--- src/rtl/instr_fetch_mem.sv ---
// instr_fetch_mem: program-image memory with a sequential fetch engine and a one-entry output buffer.
// Define IFM_WRITE_PORT_EN to add the wr_en/wr_addr/wr_data program load port.
module instr_fetch_mem #(
    parameter int unsigned DATA_W    = 32,
    parameter int unsigned DEPTH     = 64,
    parameter int unsigned ADDR_W    = $clog2(DEPTH),
    parameter int unsigned WRAP      = 1,
    parameter logic [31:0] NOP_INSTR = 32'h0000_0013
) (
    input  logic              clock,
    input  logic              reset,
    input  logic              fetch_en,
    input  logic              redirect_valid,
    input  logic [ADDR_W-1:0] redirect_addr,
    output logic              instr_valid,
    input  logic              instr_ready,
    output logic [DATA_W-1:0] instr,
    output logic [ADDR_W-1:0] instr_addr,
    output logic              end_of_prog
`ifdef IFM_WRITE_PORT_EN
    ,
    input  logic              wr_en,
    input  logic [ADDR_W-1:0] wr_addr,
    input  logic [DATA_W-1:0] wr_data
`endif
);

    typedef enum logic {
        StRun,
        StDone
    } state_e;

    localparam logic [ADDR_W-1:0] LastAddr = ADDR_W'(DEPTH - 1);
    localparam logic [ADDR_W:0]   DepthW   = (ADDR_W + 1)'(DEPTH);
    localparam logic [DATA_W-1:0] NopWord  = DATA_W'(NOP_INSTR);

    function automatic logic [DATA_W-1:0] image_word(input int unsigned idx);
        logic [31:0] w;
        case (idx % 3)
            0:       w = 32'h00A0_0093;
            1:       w = 32'h0010_8133;
            default: w = 32'h0020_8203;
        endcase
        return DATA_W'(w);
    endfunction

    // ------------------------------------------------------------------
    // Program storage
    // ------------------------------------------------------------------
    logic [DATA_W-1:0] mem_rd [DEPTH];

`ifdef IFM_WRITE_PORT_EN
    // Each word is held as a delta against the built-in image, so storage that powers up
    // at zero presents the original program without any load sequence.
    for (genvar i = 0; i < DEPTH; i++) begin : g_word
        logic [DATA_W-1:0] delta_q;

        always_ff @(posedge clock) begin
            if (wr_en && (wr_addr == ADDR_W'(i))) begin
                delta_q <= wr_data ^ image_word(i);
            end
        end

        assign mem_rd[i] = image_word(i) ^ delta_q;
    end
`else
    for (genvar i = 0; i < DEPTH; i++) begin : g_word
        assign mem_rd[i] = image_word(i);
    end
`endif

    // ------------------------------------------------------------------
    // Fetch engine
    // ------------------------------------------------------------------
    state_e            state_q, state_d;
    logic [ADDR_W-1:0] pc_q, pc_d;
    logic              valid_q, valid_d;
    logic [DATA_W-1:0] instr_q, instr_d;
    logic [ADDR_W-1:0] addr_q, addr_d;
    logic              eop_q, eop_d;

    logic              load_ok;
    logic              pc_in_range;
    logic              pc_is_last;
    logic [DATA_W-1:0] rd_data;

    assign load_ok     = !valid_q || instr_ready;
    assign pc_in_range = {1'b0, pc_q} < DepthW;
    // Addresses past the image (reachable only by redirect) count as the last word.
    assign pc_is_last  = pc_q >= LastAddr;
    assign rd_data     = pc_in_range ? mem_rd[pc_q] : NopWord;

    always_comb begin
        state_d = state_q;
        pc_d    = pc_q;
        valid_d = valid_q;
        instr_d = instr_q;
        addr_d  = addr_q;
        eop_d   = eop_q;

        if (redirect_valid) begin
            pc_d    = redirect_addr;
            valid_d = 1'b0;
            eop_d   = 1'b0;
            state_d = StRun;
        end else if ((state_q == StRun) && fetch_en && load_ok) begin
            instr_d = rd_data;
            addr_d  = pc_q;
            valid_d = 1'b1;
            if (!pc_is_last) begin
                pc_d = pc_q + ADDR_W'(1);
            end else if (WRAP != 0) begin
                pc_d = '0;
            end else begin
                state_d = StDone;
                eop_d   = 1'b1;
            end
        end else if (load_ok) begin
            valid_d = 1'b0;
        end
    end

    always_ff @(posedge clock) begin
        if (reset) begin
            state_q <= StRun;
            pc_q    <= '0;
            valid_q <= 1'b0;
            instr_q <= '0;
            addr_q  <= '0;
            eop_q   <= 1'b0;
        end else begin
            state_q <= state_d;
            pc_q    <= pc_d;
            valid_q <= valid_d;
            instr_q <= instr_d;
            addr_q  <= addr_d;
            eop_q   <= eop_d;
        end
    end

    assign instr_valid = valid_q;
    assign instr       = instr_q;
    assign instr_addr  = addr_q;
    assign end_of_prog = eop_q;

    // A stalled word must not change until it is taken or flushed.
    assert property (@(posedge clock)
        (!reset && valid_q && !instr_ready && !redirect_valid) |=>
            (reset || ($stable(instr_q) && $stable(addr_q) && valid_q)));

endmodule

--- config.mk ---
export PLATFORM = sky130hd
export DESIGN_NAME = instr_fetch_mem
export DESIGN_NICKNAME = d
export VERILOG_FILES = /design/src/rtl/instr_fetch_mem.sv
export SDC_FILE = /design/constraint.sdc
export NUM_CORES = 1
export LEC_CHECK = 0
export CAP_MARGIN = 10
export CORE_MARGIN = 4
export CORE_UTILIZATION = 42
export CTS_BUF_LIST = sky130_fd_sc_hd__clkbuf_4
export DETAILED_ROUTE_END_ITERATION = 8
export GPL_TIMING_DRIVEN = 0
export PLACE_DENSITY = 0.78
export SLEW_MARGIN = 20
export SYNTH_ARGS = -nofsm -noshare
export SYNTH_HDL_FRONTEND = slang
export SYNTH_SLANG_ARGS = --single-unit
--- constraint.sdc ---
create_clock -name clock -period 2 [get_ports clock]
set_input_delay 0.2 -clock clock [delete_from_list [all_inputs] [get_ports clock]]
set_output_delay 0.2 -clock clock [all_outputs]
set_load 0.005 [all_outputs]
==> impl_metrics.py <==
metrics = {
    "timing": {
        "report.final.hold_viol_count": 0,
        "fmax_mhz": 519.7,
        "rsz0062_at_grt": "no",
        "clock_skew_ns": 0.007108,
        "setup_tns_ns": 0,
        "holdWs_ns": 0.1788,
        "relSlewSlack_pct": 65.22,
        "finalMaxSlewViolations": 0,
        "finalCritPeriodShare_pct": 96.21,
        "worst_slew_pin_slew_ns": 0.5218,
        "period_minus_slack_ns": 1.924,
        "worst_slack_ns": 0.07581,
        "finalSetupViolCount": 0,
    },
    "final_layout": {
        "final_area_um2": 1928,
        "finalNonFillerCells": 265,
        "area_growth_pct": 33.30,
        "mostFrequentLayoutCell": "clkdlybuf4s50_1",
        "final_cell_mix": "27 x clkdlybuf4s50_1, 26 x buf_4, 22 x conb_1",
        "drive_gt1_share_pct": 22.83,
        "utilization_pct": 57.78,
        "nets": 236,
        "antenna_cells": 0,
    },
    "power_and_ir_drop": {
        "swShare_pct": 27.53,
        "switchingPower_uw": 309.3,
        "ir_drop_mv": 0.4568,
        "p_clk_share_pct": 29.3,
        "intPower_uw": 813.9,
        "powerDensity_nw_per_um2": 582.5,
        "p_total_mw": 1.123,
        "combPwrFrac_pct": 30.9,
        "power_leakage_nw": 0.8136,
        "seqPwrFrac_pct": 39.8,
    },
    "place": {
        "dp_slack_ns": -0.2188,
        "io_buffers": 27,
        "place_area_um2": 1853,
        "dp_hpwl_um": 2300,
        "gp_routability_congestion": 0.8948,
        "place_inst": 261,
    },
    "worst_setup_path": {
        "cpMaxStageDelayCell": "dfxtp_4",
        "crit_arrival_ns": 2.13,
        "worstSetupEndpointType": "flop",
        "startpoint_type": "flop",
        "max_stage_delay_ns": 0.42,
        "path_max_fanout": 9,
        "path_cells": "inv_1 -> ha_1 -> clkbuf_4 -> o32a_1 -> o211a_1 -> and2_1 -> a221o_1",
        "cp_top_family": "compound AO/OA/AOI/OAI gates",
        "critPathLaunch": "pc_q[0]",
        "cp.buffers_inverters": 2,
        "critPathRequiredTime_ns": 2.20,
        "crit_type": "reg2reg",
        "r2r-start": "pc_q[0]",
    },
    "clock_network": {
        "cts_sinks": 20,
        "cts.clk_slew.worst_paths_ns": 0.12,
        "h-tree-depth": 1,
        "clockRootBuffer": "clkbuf_4",
        "holdBufCountCts": 0,
        "cts_tree": "yes",
        "numCtsBuffers": 3,
        "clk_latency_ns": 0.30,
        "clock_tree.buffer_depth": 2,
    },
    "routing": {
        "drtPass1Iterations": 4,
        "met2_length_um": 1421,
        "highest_layer": "met4",
        "first_iter_violations": 41,
        "wl_per_cell_um": 11.17,
        "wl_met3_um": 117,
        "dr_total_vias": 1259,
        "drc": 0,
        "drt-total-wl_um": 2961,
        "wl_met1_um": 1412,
        "viasPerCell": 4.751,
        "drtAntennaViolNets": 0,
    },
    "yosys": {
        "ys_ff_latch": 20,
        "synth_edf_count": 0,
        "seq_area_frac_synth_pct": 27.68,
        "ys_warn_count": 0,
        "synthCells": 167,
        "ys_types": 47,
        "syn_area_per_cell_um2": 8.661,
        "syn_area_um2": 1446,
        "synth-async-reset-ratio_pct": 0,
        "synthFlopType": "dfxtp_1",
    },
    "die": {
        "start_util_pct": 43.34,
        "rows": 21,
        "dieHeight_um": 66.69,
        "design.core.area_um2": 3337,
        "io_pins": 51,
        "dieArea_um2": 4447,
        "fp.dieW_um": 66.69,
    },
    "min_path": {
        "hold_class": "in2reg",
        "min_from": "redirect_valid",
    },
    "global_route": {
        "grt_pass1_wl_um": 4995,
        "antenna_found_initial": 0,
        "grt_max_degree": 13,
        "overflow": 0,
        "grt_pass1_vias": 1132,
        "grtUsageTotal_pct": 13.87,
    },
    "flow_run": {
        "max_cap_viol_count": 0,
    },
    "outcome": {
        "status": "completed",
    },
}
registers in the layout, summed over array words and instances, names as in the netlist:
signal	count
instr	7
instr_addr	6
pc_q	6
instr_valid	1
power groups by stage:
stage | sequential [mW] | combinational, mW | clock [mW]
floorplan | 0.452 | 0.238 | 0
global placement | 0.455 | 0.337 | 0
detailed placement | 0.455 | 0.340 | 0
CTS | 0.447 | 0.343 | 0.336
global route | 0.452 | 0.384 | 0.363
finish | 0.447 | 0.347 | 0.329
cell type report:
cell class                 instances  area (um^2)
tap                               46        57.56
inverter                           6        22.52
fill                             314         1409
clock inverter                     1        30.03
timing repair buffer              27        270.3
buffer                            35        265.3
clock buffer                       3        22.52
sequential                        20        405.4
multi-input combinational        127        854.6
per-layer routing:
layer	up-vias	global-route usage, %
met5	-	0
met4	0	2.538
met3	2	1.855
met2	29	23.39
met1	575	18.86
li1	653	-
Yosys cell counts, drive strengths merged (5+ instances only):
cell     n  area share [%]
a21oi   12             4.4
a211oi   6             3.5
nor2    12             3.3
ha       5             4.3
inv      6             1.6
nand2   14             3.6
mux2i    7             4.8
buf     33              18
dfxtp   20              28
cells by family (layout without fill, tap and decap cells):
| logic type | after synthesis | count (layout) | synth area share, % |
|---|---|---|---|
| adders and majority gates | 5 | 5 | 4.325 |
| buffers and inverters | 41 | 72 | 19.72 |
| DFF | 20 | 20 | 27.68 |
| AOI/OAI and AO/OA | 40 | 40 | 21.80 |
| and+or+nand+nor | 50 | 50 | 18.25 |
| xor gates and xnor gates | 3 | 3 | 3.115 |
| other | 1 | 22 | 0.2593 |
| muxes | 7 | 7 | 4.844 |
worst reg2reg max path, stage by stage, from the launching register on:
cell	delay [ns]
dfxtp_4	0.42
inv_1	0.09
ha_1	0.29
clkbuf_4	0.19
o32a_1	0.34
o211a_1	0.12
and2_1	0.14
a221o_1	0.25
path summary, 6_finish.rpt:
kind | end | slack (ns) | cells past startpoint
hold reg to reg | instr_addr[3] | 0.47 | 2
hold / removal | instr_valid | 0.18 | 2
setup / recovery | instr[20] | 0.08 | 7
setup reg to reg | instr[20] | 0.08 | 7
repair_timing:
action	CTS	global route
setup buffers	0	0
pin swaps	0	0
setup endpoints to repair	5	3
gates resized for setup	3	3
endpoints found under the hold margin	0	0
No activity file was read; power rests on OpenSTA's default activity.
